<file path="src/rtl/surf_dout_arbiter.sv">
// ---------------------------------------------------------------------------
// surf_dout_arbiter
//
// Packet-level round-robin arbiter that merges the seven per-SURF 8-bit
// AXI4-Stream outputs into a single stream for the TURF event path. One SURF
// is granted at a time and its packet is passed through combinationally,
// unchanged, until tlast. Every output byte carries the source index on
// m_tuser[2:0].
//
// Optional feature (compile-time macro SURF_ARB_TIMEOUT_EN):
//   A mid-packet stall watchdog. If the granted SURF stops presenting data
//   for TIMEOUT_CYCLES cycles, the packet is closed with a single 0x00 byte
//   flagged by m_tuser[3], and that SURF is quarantined (its bytes are drained
//   and discarded) until software pulses timeout_clr_i for it.
//   Without the macro there is no ABORT state, timeout_o is tied to 0 and
//   timeout_clr_i is ignored.
//
// Ports:
//   sysclk_i       in   1          system clock, all logic in this domain
//   sysclk_rst_i   in   1          synchronous active-high reset
//   s_tdata        in   56         SURF n byte at [8n +: 8]
//   s_tvalid       in   7          per-SURF valid
//   s_tlast        in   7          per-SURF end of packet
//   s_tready       out  7          per-SURF ready
//   enable_i       in   7          per-SURF arbitration enable
//   m_tdata        out  8          merged byte
//   m_tvalid       out  1          merged valid
//   m_tlast        out  1          merged end of packet
//   m_tuser        out  4          {abort, src[2:0]}
//   m_tready       in   1          downstream ready
//   busy_o         out  1          high whenever the arbiter is not idle
//   pkt_count_o    out  7*CW       completed-packet counters, SURF n at [CW*n +: CW]
//   timeout_o      out  7          sticky per-SURF quarantine flags
//   timeout_clr_i  in   7          per-SURF quarantine clear
// ---------------------------------------------------------------------------
module surf_dout_arbiter #(
    parameter int COUNT_WIDTH    = 16,
    parameter int TIMEOUT_CYCLES = 1024
) (
    input  logic                       sysclk_i,
    input  logic                       sysclk_rst_i,
    input  logic [55:0]                s_tdata,
    input  logic [6:0]                 s_tvalid,
    input  logic [6:0]                 s_tlast,
    output logic [6:0]                 s_tready,
    input  logic [6:0]                 enable_i,
    output logic [7:0]                 m_tdata,
    output logic                       m_tvalid,
    output logic                       m_tlast,
    output logic [3:0]                 m_tuser,
    input  logic                       m_tready,
    output logic                       busy_o,
    output logic [7*COUNT_WIDTH-1:0]   pkt_count_o,
    output logic [6:0]                 timeout_o,
    input  logic [6:0]                 timeout_clr_i
);

    localparam int NUM_SURF = 7;

`ifdef SURF_ARB_TIMEOUT_EN
    typedef enum logic [1:0] {
        ST_IDLE  = 2'd0,
        ST_PASS  = 2'd1,
        ST_ABORT = 2'd2
    } state_t;
`else
    typedef enum logic [1:0] {
        ST_IDLE  = 2'd0,
        ST_PASS  = 2'd1
    } state_t;
`endif

    // Round-robin search: first eligible SURF strictly after 'last', modulo 7.
    // Returns {found, index}.
    function automatic logic [3:0] rr_pick(input logic [6:0] elig, input logic [2:0] last);
        logic [3:0] result;
        logic [2:0] idx;
        int         pos;
        result = 4'd0;
        for (int i = 1; i <= NUM_SURF; i++) begin
            pos = (int'(last) + i) % NUM_SURF;
            idx = 3'(pos);
            if ((result[3] == 1'b0) && (elig[idx] == 1'b1)) begin
                result = {1'b1, idx};
            end else begin
                result = result;
            end
        end
        return result;
    endfunction

    state_t                 state_r;
    state_t                 state_nxt_s;
    logic [2:0]             grant_r;
    logic [2:0]             last_r;
    logic [COUNT_WIDTH-1:0] pkt_count_r [NUM_SURF];

    logic [6:0]             timeout_s;
    logic [6:0]             elig_s;
    logic [3:0]             pick_s;
    logic [7:0]             g_data_s;
    logic                   g_valid_s;
    logic                   g_last_s;
    logic                   pass_done_s;

    assign elig_s      = enable_i & s_tvalid & ~timeout_s;
    assign pick_s      = rr_pick(elig_s, last_r);
    assign g_valid_s   = s_tvalid[grant_r];
    assign g_last_s    = s_tlast[grant_r];
    assign pass_done_s = (state_r == ST_PASS) && g_valid_s && m_tready && g_last_s;
    assign busy_o      = (state_r != ST_IDLE);
    assign timeout_o   = timeout_s;

    // Byte mux for the granted SURF.
    always_comb begin
        g_data_s = 8'h00;
        case (grant_r)
            3'd0:    g_data_s = s_tdata[7:0];
            3'd1:    g_data_s = s_tdata[15:8];
            3'd2:    g_data_s = s_tdata[23:16];
            3'd3:    g_data_s = s_tdata[31:24];
            3'd4:    g_data_s = s_tdata[39:32];
            3'd5:    g_data_s = s_tdata[47:40];
            3'd6:    g_data_s = s_tdata[55:48];
            default: g_data_s = 8'h00;
        endcase
    end

`ifdef SURF_ARB_TIMEOUT_EN
    // TIMEOUT_CYCLES >= 2, so the compare value TIMEOUT_CYCLES-1 fits here.
    localparam int STALL_W = $clog2(TIMEOUT_CYCLES);

    logic [STALL_W-1:0] stall_cnt_r;
    logic [6:0]         timeout_r;
    logic [6:0]         timeout_set_s;
    logic               stall_hit_s;
    logic               abort_done_s;

    assign stall_hit_s   = (stall_cnt_r == STALL_W'(TIMEOUT_CYCLES - 1)) && !g_valid_s;
    assign abort_done_s  = (state_r == ST_ABORT) && m_tready;
    assign timeout_set_s = abort_done_s ? (7'd1 << grant_r) : 7'd0;
    assign timeout_s     = timeout_r;

    // Stall counter: counts consecutive PASS cycles with no valid from the
    // granted SURF; held at zero outside PASS so each grant starts fresh.
    always_ff @(posedge sysclk_i) begin
        if (sysclk_rst_i) begin
            stall_cnt_r <= {STALL_W{1'b0}};
        end else if ((state_r == ST_PASS) && !g_valid_s) begin
            stall_cnt_r <= stall_cnt_r + STALL_W'(1);
        end else begin
            stall_cnt_r <= {STALL_W{1'b0}};
        end
    end

    // Sticky quarantine flags; a set on the abort handshake beats a clear.
    always_ff @(posedge sysclk_i) begin
        if (sysclk_rst_i) begin
            timeout_r <= 7'd0;
        end else begin
            timeout_r <= (timeout_r & ~timeout_clr_i) | timeout_set_s;
        end
    end
`else
    logic unused_clr_s;

    assign unused_clr_s = ^timeout_clr_i;
    assign timeout_s    = 7'd0;
`endif

    // Next-state and output decode. Quarantined SURFs always see tready so
    // they drain; the granted SURF sees the downstream ready only in PASS.
    always_comb begin
        state_nxt_s = state_r;
        m_tdata     = 8'h00;
        m_tvalid    = 1'b0;
        m_tlast     = 1'b0;
        m_tuser     = 4'h0;
        s_tready    = timeout_s;
        case (state_r)
            ST_IDLE: begin
                if (pick_s[3]) begin
                    state_nxt_s = ST_PASS;
                end else begin
                    state_nxt_s = ST_IDLE;
                end
            end
            ST_PASS: begin
                m_tdata           = g_data_s;
                m_tvalid          = g_valid_s;
                m_tlast           = g_last_s;
                m_tuser           = {1'b0, grant_r};
                s_tready[grant_r] = m_tready;
                if (pass_done_s) begin
                    state_nxt_s = ST_IDLE;
`ifdef SURF_ARB_TIMEOUT_EN
                end else if (stall_hit_s) begin
                    state_nxt_s = ST_ABORT;
`endif
                end else begin
                    state_nxt_s = ST_PASS;
                end
            end
`ifdef SURF_ARB_TIMEOUT_EN
            ST_ABORT: begin
                // Close the truncated packet with one flagged filler byte.
                m_tdata  = 8'h00;
                m_tvalid = 1'b1;
                m_tlast  = 1'b1;
                m_tuser  = {1'b1, grant_r};
                if (m_tready) begin
                    state_nxt_s = ST_IDLE;
                end else begin
                    state_nxt_s = ST_ABORT;
                end
            end
`endif
            default: begin
                state_nxt_s = ST_IDLE;
            end
        endcase
    end

    // State register, grant latch and round-robin pointer. Reset leaves
    // last_r at 6 so SURF 0 has first priority.
    always_ff @(posedge sysclk_i) begin
        if (sysclk_rst_i) begin
            state_r <= ST_IDLE;
            grant_r <= 3'd0;
            last_r  <= 3'd6;
        end else begin
            state_r <= state_nxt_s;
            if ((state_r == ST_IDLE) && pick_s[3]) begin
                grant_r <= pick_s[2:0];
            end
            if (pass_done_s) begin
                last_r <= grant_r;
`ifdef SURF_ARB_TIMEOUT_EN
            end else if (abort_done_s) begin
                last_r <= grant_r;
`endif
            end
        end
    end

    // Completed-packet counters; aborted packets are not counted. Wraps.
    always_ff @(posedge sysclk_i) begin
        if (sysclk_rst_i) begin
            for (int n = 0; n < NUM_SURF; n++) begin
                pkt_count_r[n] <= {COUNT_WIDTH{1'b0}};
            end
        end else if (pass_done_s) begin
            pkt_count_r[grant_r] <= pkt_count_r[grant_r] + COUNT_WIDTH'(1);
        end
    end

    // Flatten the counters onto the output bus.
    always_comb begin
        pkt_count_o = {(7 * COUNT_WIDTH){1'b0}};
        for (int n = 0; n < NUM_SURF; n++) begin
            pkt_count_o[COUNT_WIDTH*n +: COUNT_WIDTH] = pkt_count_r[n];
        end
    end

endmodule

</file>
<file path="config.mk">
export PLATFORM = sky130hd
export DESIGN_NAME = surf_dout_arbiter
export DESIGN_NICKNAME = d
export VERILOG_FILES = /design/src/rtl/surf_dout_arbiter.sv
export SDC_FILE = /design/constraint.sdc
export NUM_CORES = 1
export LEC_CHECK = 0
export BUFFER_PORTS_ARGS = -buffer_cell sky130_fd_sc_hd__buf_2
export CAP_MARGIN = 20
export CELL_PAD_IN_SITES_DETAIL_PLACEMENT = 0
export CELL_PAD_IN_SITES_GLOBAL_PLACEMENT = 1
export CORE_MARGIN = 5
export CORE_UTILIZATION = 38
export CTS_CLUSTER_SIZE = 12
export DETAILED_ROUTE_END_ITERATION = 10
export PLACE_DENSITY_LB_ADDON = 0.1
export SETUP_SLACK_MARGIN = 0.2
export SLEW_MARGIN = 20
export SYNTH_ARGS = -nofsm -noshare
export SYNTH_HDL_FRONTEND = slang
export SYNTH_SLANG_ARGS = --single-unit
</file>
<file path="constraint.sdc">
create_clock -name sysclk_i -period 4.7 [get_ports sysclk_i]
set_input_delay 0.47 -clock sysclk_i [delete_from_list [all_inputs] [get_ports sysclk_i]]
set_output_delay 0.47 -clock sysclk_i [all_outputs]
set_load 0.05 [all_outputs]
</file>
After elaboration in Yosys (flattened, before gate mapping)
Memories as Yosys holds them, arrays and structs flattened. A register that Yosys moved wholly into a read port is not among the register bits.
Cells that the tools add are included.

storage, ports and cells
  output and inout port bits = 141
  flip-flop bits (word level) = 8
  bits of input ports = 87
  memory bits (writable) = 112
  logic and storage cells = 104
  memories = 1

operators by class
  equality and inequality tests = 7
  magnitude comparators = 9
  reduce and logical (&&, ||, !) cells = 15
  add/sub/neg operators = 8
  muxes and demuxes = 46
  div/mod/pow operators = 7
  bitwise logic cells = 8

memory list
  name         depth  width  rd ports  clocked after memory_dff  write ports  line  RTL
  pkt_count_r  7      16     8         1                         7            96    logic [COUNT_WIDTH-1:0] pkt_count_r [NUM_SURF];

operators by type and width
  operator               count
  $mod 32x4->32 const B  7
  $pmux 8 s7             1
  $lt 3x4->1 const B     8
  $mux 4                 7
  $bmux 1 s3             9
  $mux 1                 20
  $add 16x1->16 const B  1
  $add 3x3->4 const B    4
  $mux 16                1
  $reduce_or 16->1       1
  $and 7x7->7            2
  $mux 3                 4
  $logic_and 1x1->1      11
  $eq 3x3->1 const B     3
  $add 3x2->4 const B    2
  $mux 8                 1
  $mux 7                 1
  $eq 3x2->1 const B     2
  $not 1->1              6
  $add 3x1->4 const B    1
  $pmux 2 s2             1
  $demux 1 s3            1
  $eq 3x1->1 const B     1
  $ge 3x1->1 const B     1
  4 further kinds        4

Longest topological paths before layout
Gate-level depths: netlist (run 1).

  depth in word-level cells = 26
  mapped depth = 20
  mapped depth without buffers = 18

Worst setup path before layout (run 1)
No wires, ideal clock.

  kind = flip-flop to flip-flop
  start point = register last_r[0]
  end point = register (tool-made name)
  data arrival time = 4.977 ns
  slack = -0.363 ns
  stages on the path, launching flop included = 21
  buffers on the path = 3
  data required time = 4.614 ns
  path through = dfxtp_1 -> buf_2 -> clkinv_1 -> clkbuf_1 -> ha_1 -> clkbuf_1 -> clkinv_1 -> ha_1 -> ha_1 -> a31oi_1 -> xnor2_1 -> ha_1 -> nand2b_1 -> o21bai_1 -> mux2_4 -> mux2_4 -> a211o_1 -> nor4_4 -> and3_1 -> a22oi_1 -> a211oi_1

RTL lines
  what                    line  RTL
  start, declared         95    logic [2:0] last_r;
  start signal, assigned  237   last_r <= grant_r;

==> results of run 1 <==
## layout by cell type, fill, tap and decap left out, types with 5 or more instances in the layout
master	instances
a211oi_1	9
a21oi_1	28
a221oi_1	7
a31oi_1	10
and2_1	12
buf_2	212
buf_4	38
clkbuf_16	17
clkinv_4	5
conb_1	24
dfxtp_1	23
edfxtp_1	112
ha_1	21
inv_1	35
mux2_2	13
mux2i_1	34
mux4_2	41
nand2_1	55
nand2b_1	6
nand3_1	24
nand4b_1	5
nor2_1	146
nor2b_1	12
nor3_1	16
o211ai_1	10
o21ai_0	39
or2_2	8
or3_1	9
xnor2_1	13
xor2_1	9
## through the flow
stage	util [%]	setup slack (ps)	instance area, µm²
floorplan	-	202	9120
global placement	45.4	252	10600
detailed placement	45.4	184	10600
CTS	47.8	190	11200
global route	48.4	195	11300
finish	48.4	484	11300
## routing by layer
metal  GRT usage, %  vias to the layer above
met2           38.2                      259
met5              0                        -
met1           28.1                     3836
li1               -                     3731
met4           6.48                        0
met3           3.46                       40
## state kept, by name, summed over array words and instances, names as in the netlist, named ones only
name / flops
grant_r: 3
last_r: 3
pkt_count_r: 128
state_r: 1
## where the power goes
| group | switching [mW] | leakage [nW] | internal, mW | total, mW |
|---|---|---|---|---|
| registers | 0.105 | 1.37 | 1.39 | 1.50 |
| logic | 1.37 | 2.96 | 0.842 | 2.21 |
| clock network | 0.572 | 0.271 | 0.695 | 1.27 |
| total | 2.05 | 4.60 | 2.93 | 4.97 |
## what timing repair did
action | in CTS | in global routing
setup buffers | 0 | 3
hold buffers | 0 | 0
resized for setup | 3 | 27
setup endpoints to repair | 4 | 7
pin swaps | 0 | 10
## area by class of cell
| class | count | area share, % |
|---|---|---|
| Multi-Input combinational cell | 663 | 43.8 |
| Timing Repair Buffer | 252 | 12.1 |
| Clock inverter | 15 | 1.17 |
| Tap cell | 319 | 3.52 |
| Sequential cell | 138 | 34.3 |
| Inverter | 40 | 1.36 |
| Clock buffer | 17 | 3.75 |
## logic make-up after synthesis
kind of cell / count (synthesis) / share of synthesized area (%)
multiplexers: 90 / 16.0
buffers and inverters: 95 / 4.43
other: 1 / 0.0416
adder cells (fa/ha/maj): 27 / 3.75
AO/OA/AOI/OAI: 178 / 13.5
XOR/XNOR: 25 / 2.60
AND/OR/NAND/NOR: 319 / 16.6
flip-flops: 138 / 43.1
## synth_stat cells (17+ instances only)
library cell,instances
o21ai_0,39
nand2_1,55
nor3_1,17
a21oi_1,29
mux2i_1,34
ha_1,27
inv_1,36
clkbuf_1,36
edfxtp_1,112
mux4_2,41
dfxtp_1,26
nor2_1,146
nand3_1,25
## worst max path at each step
stage,startpoint,to,slack [ps],cells past startpoint
global route,last_r[1],register,190,18
detailed placement,last_r[1],grant_r[1],180,17
CTS,last_r[1],grant_r[1],190,17
floorplan,last_r[0],register,200,20
finish,last_r[1],register,480,16
global placement,last_r[1],grant_r[1],250,17
## critical path: cells and delay by family, from the launching register on
kind	cells	cell delay [ps]
flip-flops	1	370
buffers and inverters	2	180
AO/OA/AOI/OAI	9	2410
XOR/XNOR	1	110
adder cells (fa/ha/maj)	4	1070
==> metrics.yaml, run 1 <==
rsz_0062_raised_after_global_routing: "yes"
clockBufferDepth: 2
fp.dieArea_um2: 26900
grt_overflow: 0
cts_made_buffers: 17
clk_pin_slew_ps: 60
run_status: "complete, no violations"
first_global_vias: 7864
wl_mm: 29.9
synthesis.instances: 873
detailed_routing_iterations_pass_1: 5
timing.final.crit_period_ps: 4220
timing.clock.skew_ps: 9.94
viasPerCell: 5.45
power_density_nw_per_um2: 439
portBuffers: 212
whs_endpoint: "pkt_count_r[6][15]"
dr.max_layer_used: "met4"
detail_route.wl_per_cell_um: 20.7
wl_met3_mm: 1.48
hold_violations: 0
hold_path_startpoint: "pkt_count_r[6][15]"
layout-area-overhead-vs-synth_pct: 25.8
avgSynthCellArea_um2: 10.3
initial_core_utilization_pct: 38.5
leakagePower_nw: 4.60
final.hold.worst_slack_ps: 483
antenna_cells_inserted: 0
antenna_violations_before_repair: 0
gr-usage-all-layers_pct: 21.9
synth_cell_types: 76
critPathCaptureType: "register"
timing.hold.worst.class: "register to register"
global_route_wire_length_before_repair_mm: 45.2
die_width_um: 164
die_height_um: 164
ys_ff_latch: 138
critPathMostFrequentCell: "ha_1"
drive_gt1_share_pct: 34.5
cpPeakStageDelay_ps: 500
final_total_pwr_mw: 4.97
setup_tns_ps: 0
route.layer.met1.wl_mm: 12.5
rr_startpoint: "last_r[1]"
synth-warning-count: 0
pins_over_slew_limit: 0
setup-violations-final: 0
critical_path.max_fanout: 6
synth_enable_flop_cells: 112
drt_initial_violations: 442
drv_cap: 0
insertion_delay_ps: 410
layout_worst_path_cycle_share_pct: 89.7
nNetsFinal: 1226
data_arrival_at_the_endpoint_of_the_critical_path_ps: 4550
n_fill_cell: 2292
vdd_drop_max_mv: 0.284
criticalPathCategory: "register to register"
final-seq-area_um2: 3890
clock-root-buffer: "clkbuf_16"
r2r.worst_path.cells: 16
cts_tree: "yes"
synth_top_area_share_pct: 37.3
post-place-cells: 1409
timing.critical_path.cells: "inv_2, ha_2, inv_4, ha_1, ha_1, a31oi_1, xnor2_1, ha_1, a2111oi_2, o21ai_0, a2111o_1, o211ai_1, o211ai_1, a31o_2, a211o_1, a21oi_1"
netlist.top_cell.by_area: "edfxtp_1"
fmax_mhz: 237
fp.coreArea_um2: 23400
met2RoutedLength_mm: 15.3
num_io_pins: 228
ys_seq_area_share_pct: 43.1
synth_async_sr_flop_share_pct: 0
gpl.final_weighted_congestion: 0.884
synthesis.area_um2: 9010
grt_max_degree: 37
slew_at_the_pin_with_the_worst_max_slew_slack_ps: 963
start_kind: "register"
worst-endpoint-required_ps: 5030
drc: 0
fin_cells: 1444
multi_input_gate_area_in_the_final_layout_um2: 4960
cts_num_sinks: 138
fp-row-count: 56
rel_slew_slack_pct: 35.7
postSynth.topFlopCell: "edfxtp_1"
antenna_left: 0
critical_path.slowest_cell: "a2111oi_2"
post_synth_main_area_contributors: "edfxtp_1 (37%), mux4_2 (10%), nor2_1 (6.1%), dfxtp_1 (5.8%), mux2i_1 (3.8%)"
timing.hold.worst_path_depth: 2
place_hpwl_mm: 22.3
via_count: 7866
setup.reg_to_reg.worst_slack_ps: 480
ctsHtreeMaxLevel: 4
No activity file was read; power rests on OpenSTA's default activity.
==> run 2: changes to the inputs <==
Settings changed: ABC_AREA set to 1, CORE_UTILIZATION 38 to 35.
==> metrics.yaml, run 2 <==
antenna_violations_before_repair: 0  # unchanged
criticalPathCategory: "register to register"  # unchanged
insertion_delay_ps: 430  # was 410 ps
fp-row-count: 58  # was 56
gr-usage-all-layers_pct: 21.3  # was 21.9%
run_status: "complete, no violations"  # unchanged
post_cts.resized_instances: 0  # was 3
post_synth_main_area_contributors: "edfxtp_1 (38%), nand2_1 (9.6%), nor2_1 (8.4%), dfxtp_1 (5.9%), nand3_1 (5.2%)"  # was edfxtp_1 (37%), mux4_2 (10%), nor2_1 (6.1%), dfxtp_1 (5.8%), mux2i_1 (3.8%)
mostFrequentLayoutCells: "nand2_1 (226), buf_2 (212), nor2_1 (198)"  # was buf_2 (212), nor2_1 (146), edfxtp_1 (112)
synth_async_sr_flop_share_pct: 0  # unchanged
synth-warning-count: 0  # unchanged
synthTopCellsByCount: "nand2_1 (226), nor2_1 (198), inv_1 (121)"  # was nor2_1 (146), edfxtp_1 (112), nand2_1 (55)
main_combinational_cell_family_by_area_after_synthesis: "simple AND/OR/NAND/NOR gates"  # unchanged
antenna_cells_inserted: 0  # unchanged
setup-violations-final: 0  # unchanged
antenna_left: 0  # unchanged
timing.hold.worst.class: "primary input to register"  # was register to register
start_kind: "register"  # unchanged
viasPerCell: 4.96  # was 5.45
synth_adder_area_share_pct: 3.83  # was 3.75%
vdd_drop_max_mv: 0.361  # was 0.284 mV
setup_tns_ps: 0  # unchanged
first_global_vias: 8308  # was 7864
fmax_mhz: 257  # was 237 MHz
drv_cap: 0  # unchanged
synth_enable_flop_cells: 112  # unchanged
synthesis.instances: 1139  # was 873
nNetsFinal: 1480  # was 1226
initial_core_utilization_pct: 35.3  # was 38.5%
pins_over_slew_limit: 0  # unchanged
portBuffers: 212  # unchanged
die_height_um: 169  # was 164 µm
die_width_um: 169  # was 164 µm
timing.final.crit_period_ps: 3890  # was 4220 ps
place_hpwl_mm: 22.3  # about the same
drt_initial_violations: 531  # was 442
slew_at_the_pin_with_the_worst_max_slew_slack_ps: 1050  # was 963 ps
detail_route.wl_per_cell_um: 18.1  # was 20.7 µm
detailed_routing_iterations_pass_1: 7  # was 5
synthesis.area_um2: 8810  # was 9010 µm²
yosys.area_share.simple_pct: 28.0  # was 16.6%
clock-root-buffer: "clkbuf_16"  # unchanged
fp.dieArea_um2: 28500  # was 26900 µm²
layout-area-overhead-vs-synth_pct: 23.3  # was 25.8%
rel_slew_slack_pct: 29.8  # was 35.7%
data_arrival_at_the_endpoint_of_the_critical_path_ps: 3970  # was 4550 ps
avgSynthCellArea_um2: 7.74  # was 10.3 µm²
global_route_wire_length_before_repair_mm: 47.1  # was 45.2 mm
clockBufferDepth: 2  # unchanged
netlist.top_cell.by_area: "edfxtp_1"  # unchanged
via_count: 8472  # was 7866
cts_num_sinks: 138  # unchanged
postSynth.topFlopCell: "edfxtp_1"  # unchanged
gpl.final_weighted_congestion: 0.826  # was 0.884
biggestRegsByFlops: "pkt_count_r (128), grant_r (3), last_r (3)"  # unchanged
critPathCaptureType: "register"  # unchanged
timing.clock.skew_ps: 12.0  # was 9.94 ps
power_density_nw_per_um2: 477  # was 439 nW/µm²
ys_ff_latch: 138  # unchanged
hold_violations: 0  # unchanged
cts_setup_buffers: 0  # unchanged
drive_gt1_share_pct: 23.4  # was 34.5%
synth_compound_gate_area_share_pct: 13.9  # was 13.5%
ys_seq_area_share_pct: 44.1  # was 43.1%
drc: 0  # unchanged
largest_register_ffs: 128  # unchanged
most_common_cell_in_the_netlist: "nand2_1"  # was nor2_1
grt_overflow: 0  # unchanged
cts_tree: "yes"  # unchanged
critical_path.max_fanout: 16  # was 6
layout_worst_path_cycle_share_pct: 82.7  # was 89.7%
synth_top_area_share_pct: 38.2  # was 37.3%
number_of_hold_buffers_added_after_cts: 0  # unchanged
ctsHtreeMaxLevel: 4  # unchanged
fp.coreArea_um2: 25000  # was 23400 µm²
final_core_utilization_pct: 43.5  # was 48.4%
grt_max_degree: 45  # was 37
worst-endpoint-required_ps: 4790  # was 5030 ps
num_io_pins: 228  # unchanged
rsz_0062_raised_after_global_routing: "no"  # was yes
layout.cells.most_common: "nand2_1"  # was buf_2
largest-register: "pkt_count_r"  # unchanged
wl_mm: 30.9  # was 29.9 mm
synth_cell_types: 49  # was 76
leakagePower_nw: 5.02  # was 4.60 nW
muxShareOfSynthArea_pct: 0  # was 16.0%
cts_made_buffers: 17  # unchanged
clk_pin_slew_ps: 60  # about the same
n_fill_cell: 2629  # was 2292
synth_xor_area_share_pct: 1.09  # was 2.60%
run 2: cell types whose count changed in the layout (fill, tap and decap cells not counted), moves of 13 or more:
cell | previous run | this run
buf_4 | 38 | 23
inv_1 | 35 | 121
mux2_2 | 13 | 0
mux2i_1 | 34 | 0
mux4_2 | 41 | 0
nand2_1 | 55 | 226
nand3_1 | 24 | 92
nor2_1 | 146 | 198
o21ai_0 | 39 | 86
o21ai_1 | 4 | 27
o22ai_1 | 4 | 30
xnor2_1 | 13 | 0
run 2: kinds of logic (layout without fill, tap and decap cells):
logic type,count (synthesis),count (layout)
buffers and inverters,186,403
AO/OA/AOI/OAI,206,206
other,1,24
AND/OR/NAND/NOR,570,570
XOR/XNOR,11,11
adder cells (fa/ha/maj),27,27
flip-flops,138,138
run 2: worst max-delay path, cell delays in order (launching register included):
cell      delay (ps)
dfxtp_1          450
inv_1            170
nor2_1           530
a22oi_1          140
nand2_1          110
nand2_1           50
a21oi_1          180
nand3b_1         230
nor2_1           140
buf_4            220
inv_1             70
nor2_1           220
nand2_1          490
nand2_1          180
buf_4            340
run 2: worst paths after layout:
check | from | endpoint | slack [ps] | cells past startpoint
worst max register to register | grant_r[0] | pkt_count_r[3][5] | 810 | 14
worst min-delay path | sysclk_rst_i | grant_r[0] | 300 | 2
worst max-delay path | grant_r[0] | pkt_count_r[3][5] | 810 | 14
worst min register to register | pkt_count_r[6][13] | pkt_count_r[6][13] | 510 | 2
run 2: power breakdown:
group	switching, mW	internal (mW)
sequential	0.0732	1.40
combinational	1.71	0.652
clock	0.506	0.843
run 2: metal layers:
| metal | part of all wire, % | vias to the layer above | routed length (µm) | GRT usage, % |
|---|---|---|---|---|
| li1 | - | 4267 | - | - |
| met1 | 42 | 3932 | 13100 | 26.3 |
| met2 | 51 | 233 | 15800 | 38.4 |
| met3 | 4.2 | 40 | 1300 | 3.08 |
| met4 | 2.2 | 0 | 692 | 6.74 |
| met5 | 0 | - | 0 | 0 |
run 2: through the flow:
| step | power, mW | instances | cell area [µm²] | worst slack [ps] | hold slack [ps] |
|---|---|---|---|---|---|
| global route | 5.53 | 1709 | 10900 | 438 | 292 |
| CTS | 5.22 | 1709 | 10900 | 789 | 289 |
| global placement | 3.87 | 1677 | 10300 | 873 | 499 |
| detailed placement | 3.87 | 1677 | 10300 | 821 | 503 |
| finish | 5.19 | 1709 | 10900 | 815 | 304 |
| floorplan | 3.24 | 1162 | 8900 | 1040 | 512 |
run 2: layout make-up:
type                            instances  area, µm²  area share [%]
Multi-Input combinational cell        838       4230            38.9
Sequential cell                       138       3880            35.7
Timing Repair Buffer                  235       1230            11.4
Inverter                              136        515            4.74
Clock buffer                           19        443            4.08
Tap cell                              330        413            3.80
Clock inverter                         13        151            1.39
